File: src/rtl/ts_pkg.sv
// Shared record layout, header helpers and SPI shifter states for the
// multi-channel timestamper.
package ts_pkg;

    localparam int HDR_W      = 8;
    localparam int HDR_VALID  = 7;
    localparam int HDR_LOST   = 6;
    localparam int HDR_CH_MSB = 3;
    localparam int HDR_CH_LSB = 0;

    typedef enum logic {
        SPI_IDLE  = 1'b0,
        SPI_SHIFT = 1'b1
    } spi_state_t;

    function automatic int record_w(input int cnt_w);
        return HDR_W + cnt_w;
    endfunction

    function automatic logic [HDR_W-1:0] make_hdr(input logic lost, input logic [3:0] ch);
        logic [HDR_W-1:0] hdr;
        hdr                        = '0;
        hdr[HDR_VALID]             = 1'b1;
        hdr[HDR_LOST]              = lost;
        hdr[HDR_CH_MSB:HDR_CH_LSB] = ch;
        return hdr;
    endfunction

endpackage

File: src/rtl/ts_sync_fifo.sv
// Single-clock record queue with head peek. A push while full and a pop while
// empty are dropped; push and pop in the same cycle are both honoured.
module ts_sync_fifo #(
    parameter int WIDTH = 40,
    parameter int DEPTH = 8
) (
    input  logic                     clk,
    input  logic                     rst_n,
    input  logic                     push,
    input  logic [WIDTH-1:0]         push_data,
    input  logic                     pop,
    output logic [WIDTH-1:0]         peek_data,
    output logic                     full,
    output logic                     empty,
    output logic [$clog2(DEPTH):0]   count
);

    localparam int AW = $clog2(DEPTH);

    logic [WIDTH-1:0] mem [DEPTH];
    logic [AW-1:0]    wr_ptr;
    logic [AW-1:0]    rd_ptr;
    logic [AW:0]      cnt;
    logic             do_push;
    logic             do_pop;

    assign full      = (cnt == (AW+1)'(DEPTH));
    assign empty     = (cnt == '0);
    assign count     = cnt;
    assign peek_data = mem[rd_ptr];
    assign do_push   = push & ~full;
    assign do_pop    = pop & ~empty;

    always_ff @(posedge clk or negedge rst_n) begin
        if (!rst_n) begin
            wr_ptr <= '0;
            rd_ptr <= '0;
            cnt    <= '0;
        end else begin
            if (do_push) wr_ptr <= wr_ptr + AW'(1);
            if (do_pop)  rd_ptr <= rd_ptr + AW'(1);
            case ({do_push, do_pop})
                2'b10:   cnt <= cnt + (AW+1)'(1);
                2'b01:   cnt <= cnt - (AW+1)'(1);
                default: cnt <= cnt;
            endcase
        end
    end

    always_ff @(posedge clk) begin
        if (do_push) mem[wr_ptr] <= push_data;
    end

endmodule

File: src/rtl/multi_channel_timestamper.sv
// Free-running timebase with per-channel edge capture into a record queue,
// drained by the host over a mode-0 SPI slave.
//
// state     | meaning
// SPI_IDLE  | chip enable high (synced); SDO held 0
// SPI_SHIFT | record loaded on CE_N fall; SCLK falls shift, last rise pops
module multi_channel_timestamper
    import ts_pkg::*;
#(
    parameter int CNT_WIDTH   = 32,
    parameter int NUM_CH      = 4,
    parameter int FIFO_DEPTH  = 8,
    parameter int SYNC_STAGES = 2
) (
    input  logic              CLK,
    input  logic              RST_N,
    input  logic              CNT_CLR,
    input  logic [NUM_CH-1:0] CAPT,
    input  logic              SCLK,
    input  logic              CE_N,
    output logic              SDO,
    output logic              INT
);

    localparam int RECORD_W = record_w(CNT_WIDTH);
    localparam int BIT_W    = $clog2(RECORD_W + 1);
    localparam int FCNT_W   = $clog2(FIFO_DEPTH) + 1;

    logic [CNT_WIDTH-1:0]   count;
    logic [NUM_CH-1:0]      capt_sync [SYNC_STAGES];
    logic [NUM_CH-1:0]      capt_prev;
    logic [NUM_CH-1:0]      detect;
    logic [NUM_CH-1:0]      pend;
    logic [NUM_CH-1:0]      lost;
    logic [CNT_WIDTH-1:0]   ts [NUM_CH];
    logic [NUM_CH-1:0]      grant;
    logic [NUM_CH-1:0]      taken;
    logic [RECORD_W-1:0]    push_rec;
    logic                   push_req;
    logic                   push;

    logic [RECORD_W-1:0]    head;
    logic                   fifo_full;
    logic                   fifo_empty;
    logic [FCNT_W-1:0]      fifo_count;
    logic                   pop;

    logic [SYNC_STAGES-1:0] sclk_sync;
    logic [SYNC_STAGES-1:0] ce_sync;
    logic                   sclk_prev;
    logic                   ce_prev;
    logic                   sclk_s;
    logic                   ce_s;
    logic                   sclk_rise;
    logic                   sclk_fall;
    logic                   ce_fall;
    logic                   ce_rise;

    spi_state_t             spi_state;
    logic [RECORD_W-1:0]    shift_reg;
    logic [BIT_W-1:0]       bit_cnt;
    logic                   loaded_valid;
    logic                   int_r;

    always_ff @(posedge CLK or negedge RST_N) begin
        if (!RST_N) begin
            count <= '0;
        end else if (CNT_CLR) begin
            count <= '0;
        end else begin
            count <= count + CNT_WIDTH'(1);
        end
    end

    always_ff @(posedge CLK or negedge RST_N) begin
        if (!RST_N) begin
            for (int s = 0; s < SYNC_STAGES; s++) capt_sync[s] <= '0;
            capt_prev <= '0;
            sclk_sync <= '0;
            ce_sync   <= '0;
            sclk_prev <= 1'b0;
            ce_prev   <= 1'b0;
        end else begin
            capt_sync[0] <= CAPT;
            for (int s = 1; s < SYNC_STAGES; s++) capt_sync[s] <= capt_sync[s-1];
            capt_prev <= capt_sync[SYNC_STAGES-1];
            sclk_sync <= {sclk_sync[SYNC_STAGES-2:0], SCLK};
            ce_sync   <= {ce_sync[SYNC_STAGES-2:0], CE_N};
            sclk_prev <= sclk_s;
            ce_prev   <= ce_s;
        end
    end

    assign detect    = capt_sync[SYNC_STAGES-1] & ~capt_prev;
    assign sclk_s    = sclk_sync[SYNC_STAGES-1];
    assign ce_s      = ce_sync[SYNC_STAGES-1];
    assign sclk_rise = sclk_s & ~sclk_prev;
    assign sclk_fall = ~sclk_s & sclk_prev;
    assign ce_fall   = ~ce_s & ce_prev;
    assign ce_rise   = ce_s & ~ce_prev;

    // Fixed priority: the lowest-numbered pending channel wins the push slot.
    always_comb begin
        grant    = '0;
        push_rec = '0;
        push_req = 1'b0;
        for (int i = 0; i < NUM_CH; i++) begin
            if (pend[i] && !push_req) begin
                grant[i] = 1'b1;
                push_req = 1'b1;
                push_rec = {make_hdr(lost[i], 4'(i)), ts[i]};
            end
        end
    end

    assign push  = push_req & ~fifo_full;
    assign taken = grant & {NUM_CH{push}};

    // An edge arriving while the slot is still occupied keeps the older
    // timestamp; one arriving as the slot drains replaces it cleanly.
    always_ff @(posedge CLK or negedge RST_N) begin
        if (!RST_N) begin
            pend <= '0;
            lost <= '0;
            for (int i = 0; i < NUM_CH; i++) ts[i] <= '0;
        end else begin
            for (int i = 0; i < NUM_CH; i++) begin
                if (detect[i]) begin
                    if (pend[i] && !taken[i]) begin
                        lost[i] <= 1'b1;
                    end else begin
                        pend[i] <= 1'b1;
                        lost[i] <= 1'b0;
                        ts[i]   <= count;
                    end
                end else if (taken[i]) begin
                    pend[i] <= 1'b0;
                    lost[i] <= 1'b0;
                end
            end
        end
    end

    ts_sync_fifo #(
        .WIDTH (RECORD_W),
        .DEPTH (FIFO_DEPTH)
    ) u_fifo (
        .clk       (CLK),
        .rst_n     (RST_N),
        .push      (push),
        .push_data (push_rec),
        .pop       (pop),
        .peek_data (head),
        .full      (fifo_full),
        .empty     (fifo_empty),
        .count     (fifo_count)
    );

    // bit_cnt saturates at RECORD_W, so the pop fires at most once per load.
    assign pop = (spi_state == SPI_SHIFT) & sclk_rise & loaded_valid
                 & (bit_cnt == BIT_W'(RECORD_W - 1));

    always_ff @(posedge CLK or negedge RST_N) begin
        if (!RST_N) begin
            spi_state    <= SPI_IDLE;
            shift_reg    <= '0;
            bit_cnt      <= '0;
            loaded_valid <= 1'b0;
        end else begin
            case (spi_state)
                SPI_IDLE: begin
                    if (ce_fall) begin
                        spi_state    <= SPI_SHIFT;
                        shift_reg    <= fifo_empty ? '0 : head;
                        loaded_valid <= ~fifo_empty;
                        bit_cnt      <= '0;
                    end
                end
                SPI_SHIFT: begin
                    if (ce_rise) begin
                        spi_state    <= SPI_IDLE;
                        loaded_valid <= 1'b0;
                    end else begin
                        if (sclk_rise && bit_cnt != BIT_W'(RECORD_W))
                            bit_cnt <= bit_cnt + BIT_W'(1);
                        if (sclk_fall)
                            shift_reg <= {shift_reg[RECORD_W-2:0], 1'b0};
                    end
                end
                default: spi_state <= SPI_IDLE;
            endcase
        end
    end

    always_ff @(posedge CLK or negedge RST_N) begin
        if (!RST_N) int_r <= 1'b0;
        else        int_r <= (fifo_count != '0);
    end

    assign SDO = (spi_state == SPI_SHIFT) & shift_reg[RECORD_W-1];
    assign INT = int_r;

endmodule

File: config.mk
export PLATFORM = sky130hd
export DESIGN_NAME = multi_channel_timestamper
export DESIGN_NICKNAME = d
export VERILOG_FILES = /design/src/rtl/ts_pkg.sv /design/src/rtl/ts_sync_fifo.sv /design/src/rtl/multi_channel_timestamper.sv
export SDC_FILE = /design/constraint.sdc
export NUM_CORES = 1
export LEC_CHECK = 0
export CAP_MARGIN = 0
export CORE_MARGIN = 2
export CORE_UTILIZATION = 45
export CTS_BUF_LIST = sky130_fd_sc_hd__clkbuf_4 sky130_fd_sc_hd__clkbuf_8 sky130_fd_sc_hd__clkbuf_16
export CTS_CLUSTER_DIAMETER = 50
export CTS_CLUSTER_SIZE = 14
export DETAILED_ROUTE_END_ITERATION = 12
export PLACE_DENSITY = 0.67
export SYNTH_ARGS = -nofsm -noshare
export SYNTH_HDL_FRONTEND = slang
export SYNTH_SLANG_ARGS = --single-unit
File: constraint.sdc
create_clock -name CLK -period 5.61 [get_ports CLK]
set_clock_uncertainty 0.15 [all_clocks]
set_input_delay 1.122 -clock CLK [delete_from_list [all_inputs] [get_ports CLK]]
set_output_delay 1.122 -clock CLK [all_outputs]
set_load 0.02 [all_outputs]
# Yosys cells after proc, flatten, opt, wreduce, memory -nomap -nowiden
# Memory sizes are Yosys's and may differ from the RTL's.
# Index checks and enable logic that the tools add are counted.
# word_totals
elab_cells,157
ram_bits,320
ff_bits,245
n_memories,1
# mem_list
name,depth,word_bits,rd,rd_ports_with_merged_regs,write_ports,line,rtl
u_fifo.mem,8,40,1,0,1,ts_sync_fifo.sv:20,logic [WIDTH-1:0] mem [DEPTH];
# classes
eq_ne,14
n_reduce_logical,33
n_mux,50
bitwise_logic,25
n_addsub,6
# ops
op,count
$mux 40,8
$pmux 40 s2,1
$mux 1,33
$add 32x1->32 const B,1
$mux 32,1
$mux 6,3
$reduce_and 2->1,9
$ne 2x2->1 const B,8
$pmux 6 s2,1
$and 1x1->1,11
$not 1->1,11
$reduce_bool 2->1,5
$and 4x4->4,2
$logic_and 1x1->1,8
$pmux 4 s2,1
$logic_not 1->1,7
$add 3x1->3 const B,2
$add 6x1->6 const B,1
$eq 6x6->1 const B,1
$ne 6x6->1 const B,1
$reduce_and 3->1,2
$add 4x1->4 const B,1
$eq 4x4->1 const B,1
$logic_not 4->1,1
other kinds (7),8

# Longest topological paths before layout
# logic_depth
ltp_word,16
depth_mapped,10
depth_no_buf,9

# Modules after synthesis
# Synthesis repeated with hierarchy kept, for this count alone.
# unflattened
cells_unflattened,1384
area_unflattened_um2,23291.1
# modules_own_cells
module,instances,area_per_inst_um2,cells_per_inst
ts_sync_fifo,1,12961.2,530
multi_channel_timestamper,1,10329.9,854

# Least setup slack after synthesis
# OpenSTA, ideal clock, no wires.
# synth_path
kind,register to register
from,register pend[1]
to,memory u_fifo.mem[0][0] (enable)
arrival_ps,4704
stages_incl_launch_ff,6
synth_period_minus_slack_ps,5373
path_buffers,1
setup_time_ps,519
path_slack_ps,237
cell_sequence,dfrtp_1 clkbuf_1 or4_1 nor2b_1 inv_1 nor4_1
# synth_via
elab_chain_cells,12
# synth_rtl
element,line,rtl
start: declaration,multi_channel_timestamper.sv:33,logic [NUM_CH-1:0] pend;
start signal: assignment,multi_channel_timestamper.sv:123,pend <= '0;
start signal: indexed assignment,multi_channel_timestamper.sv:132,pend[i] <= 1'b1;
start signal: indexed assignment,multi_channel_timestamper.sv:137,pend[i] <= 1'b0;
$logic_and 1x1->1 (*),multi_channel_timestamper.sv:108,if (pend[i] && !push_req) begin
$mux 1 (*),multi_channel_timestamper.sv:108,
$logic_not 1->1,multi_channel_timestamper.sv:108,
$logic_and 1x1->1,multi_channel_timestamper.sv:108,
$mux 1 (*),multi_channel_timestamper.sv:108,
$logic_not 1->1,multi_channel_timestamper.sv:108,
$logic_and 1x1->1,multi_channel_timestamper.sv:108,
$mux 1 (*),multi_channel_timestamper.sv:108,
$and 1x1->1 (*),multi_channel_timestamper.sv:116,assign push = push_req & ~fifo_full;
$and 1x1->1 (*),ts_sync_fifo.sv:31,assign do_push = push & ~full;
$mux 1 (*),ts_sync_fifo.sv:51,if (do_push) mem[wr_ptr] <= push_data;
$mux 1 (not written as such) (*),ts_sync_fifo.sv:51,
end: declaration,ts_sync_fifo.sv:20,
# Mark *: on every way between the ends. The rest lies on a longest branch, timed or not.

# Worst setup path in the final report
# layout_path
from,register spi_state
to,output SDO
# layout_via
elab_chain_cells,1
# layout_rtl
element,line,rtl
start: declaration,multi_channel_timestamper.sv:59,spi_state_t spi_state;
start signal: assignment,multi_channel_timestamper.sv:165,spi_state <= SPI_IDLE;
start signal: assignment,multi_channel_timestamper.sv:173,spi_state <= SPI_SHIFT;
start signal: assignment,multi_channel_timestamper.sv:181,spi_state <= SPI_IDLE;
$and 1x1->1,multi_channel_timestamper.sv:200,assign SDO = (spi_state == SPI_SHIFT) & shift_reg[RECORD_W-1];
end: declaration,multi_channel_timestamper.sv:21,"output logic SDO,"
# Every way passes these cells.

==> metrics <==
status=complete, no violations; #FFs+latches synth=533; Crit Path Max Fanout=40; Mapped Cells=1344; Core Region=0.0475 sq mm; total global routing track utilization=17.6%; initial antenna violation count=0; Setup Slack @ Placement=2.03 ns; Synth async-reset ratio=46.0%; Overflow after GRT=0; CP required=between 4 and 5 ns; HP Class=reg2reg; Longest Clk Path Bufs=3; Critical R2R Launch=pend[0]$_DFFE_PN0P_; worst skew pair latency=0.61 ns; first-pass GRT wire length=68100 um; Synth cell types=53; Crit. Startpoint=spi_state$_DFF_PN0_; FILL cells=3825; Post-Synth Simple-Gate Area=4.83%; dpl cells=1906; Port-buffer cells=10; main combinational cell family by area after synthesis=multiplexers; vias in the first global route=around 12000; DRT iter0 DRCs=868; Synth area leaders=edfxtp_1 40%, dfrtp_1 28%, mux4_2 7.5%, mux2_2 3.5%, mux2_1 3.4%; Period minus WS final=approximately 3.7 ns; nets=~1400; DR vias/cell=5.77; post-synthesis sequential area ratio=68.4%; CP startpoint kind=flop; TritonCTS Buffers=51; crit path DAT=2.44 ns; kind of critical path=reg2out; worst slew pin tran=1.26 ns; max reg flops=288; TritonCTS clock tree=yes; Yosys top cell area share=40.0%; hold depth=0; setup TNS=0 ns; multiplexer area fraction after synthesis=16.6%; H-tree levels=2; max_cap viols=0; CP Capture Type=output pin; Starting Density=45.5%; wire per inst=21.3 um; Hold Path Origin=capt_sync[4]$_DFF_PN0_; terminus of the critical flop-to-flop path=u_fifo.mem[4][11]$_DFFE_PP_; GPL Wtd Cong=0.763; Max Slew Vio Count=0; Pwr Density=414 mW/mm^2; Synth Area in Compound Gates=6.55%; drt total wl=42700 um; Die Footprint=0.0498 sq mm; Antenna Nets Post-Route=0; RSZ-0062 raised after global routing=no; HPWL Detailed=25100 um; layout cells sized above 1=a little over a fifth; DRT Pass-1 Iters=5; Synth Area in XOR/XNOR=less than 1%; most frequent cell after synthesis=edfxtp_1; drt drc=0; area leader, netlist=edfxtp_1; Commonest cells post-synth=288 x edfxtp_1, 245 x dfrtp_1, 72 x mux4_2, 67 x mux2_2; Post-Synth Adder-Cell Area=0.556%; final hold slack=0.196 ns; Setup violations, final=0; Lkg Pwr=9.10 nW; Clock Root Buffer=clkbuf_16; Finished Layout Cells=roughly 2000; Setup Fix Bufs, Post-CTS=0; Sink Count=between 500 and 600; Net Count, Synth=1362; CTS Hold Bufs=0; Post-synth EDFFs=288; die width=around 220 um; pin count of the biggest net entering global routing=~110; Syn Std Cell Area=approximately 0.022 sq mm; Hold Path End=capt_sync[0]$_DFF_PN0_; Reg2Reg Setup Slack=about 2.1 ns; Tcrit/Tclk final=66.2%; routed vias=roughly 12000; VDD IR-drop max=0.247 mV; row count=80; area delta synth->final=11.6%; Slew HR=between 10% and 20%; endpoints failing hold=0; worst setup margin=~1.9 ns; R2R depth=6; Avg Cell Area, Syn=approximately 16 sq um; Clock Pin Slew Worst Setup and Hold Paths=about 0.06 ns; post-cts gate resize count=0; Ports=11; Die Height=roughly 220 um; ant diodes=0; Syn. warnings=0; maximum clock frequency=269 MHz; Post-synth top flop=edfxtp_1
==> logic make-up after synthesis <==
| kind of cell | Yosys count |
|---|---|
| compound gates | 226 |
| xor+xnor | 18 |
| fa+ha+maj | 9 |
| buf+inv | 110 |
| flops | 533 |
| mux | 252 |
| simple gates | 196 |
==> report_power, final <==
part / total [mW] / internal [mW] / switching, mW
logic: 1.30 / 0.441 / 0.861
registers: 5.18 / 4.92 / 0.256
clock network: 3.50 / 2.02 / 1.49
total: 9.98 / 7.38 / 2.60
==> worst max-delay path: stages (launching register included) <==
cell and delay (ns):
dfrtp_2 0.55, buf_4 0.49, and2_1 0.21, clkdlybuf4s50_1 0.60
==> area by class of cell <==
| cell class | count | area, sq um | share of cell area [%] |
|---|---|---|---|
| Sequential cell | 533 | 14800 | 61.3 |
| Multi-Input combinational cell | 701 | 6430 | 26.6 |
| Clock buffer | 76 | 1490 | 6.19 |
| Tap cell | 615 | 769 | 3.19 |
| Timing Repair Buffer | 41 | 350 | 1.45 |
| Clock inverter | 20 | 243 | 1.01 |
| Inverter | 16 | 60.1 | 0.249 |
==> metrics by stage <==
step	power, mW	utilization, %	instance area, sq um
global route	10.4	50.8	24100
floorplan	6.05	-	21600
global placement	6.52	47.1	22400
CTS	10.1	50.8	24100
detailed placement	6.59	47.1	22400
finish	9.98	50.8	24100
==> per-layer routing <==
layer / part of all wire, % / track usage, % / wire (um)
met5: 0 / 0 / 0
met4: 1.9 / 4.89 / 815
met3: 3.9 / 2.69 / 1680
met2: 49 / 29.1 / 21000
met1: 45 / 24.4 / 19200
==> cells in the final DEF, fill, tap and decap left out, types with 10 or more instances in the layout <==
cell	count
edfxtp_1	288
dfrtp_1	240
mux4_2	72
mux2_2	67
a22oi_1	66
mux2_1	66
a21oi_1	57
nor2_1	54
clkbuf_16	52
mux2i_1	47
o21ai_0	41
nand2_1	38
o22ai_1	35
buf_4	30
clkbuf_4	22
inv_1	16
nand3_1	16
or4_1	13
o31ai_1	13
xnor2_1	10
==> worst max-delay path by stage <==
stage / slack, ns / end / cells after the start
after floorplan: 0.24 / u_fifo.mem[0][0]$_DFFE_PP_ / 5
after global placement: 2.11 / u_fifo.mem[4][11]$_DFFE_PP_ / 6
after detailed placement: 2.03 / u_fifo.mem[4][0]$_DFFE_PP_ / 6
after CTS: 1.88 / SDO / 3
after global routing: 1.80 / SDO / 3
final: 1.90 / SDO / 3
Note: power is estimated with default switching activity, not from simulation.
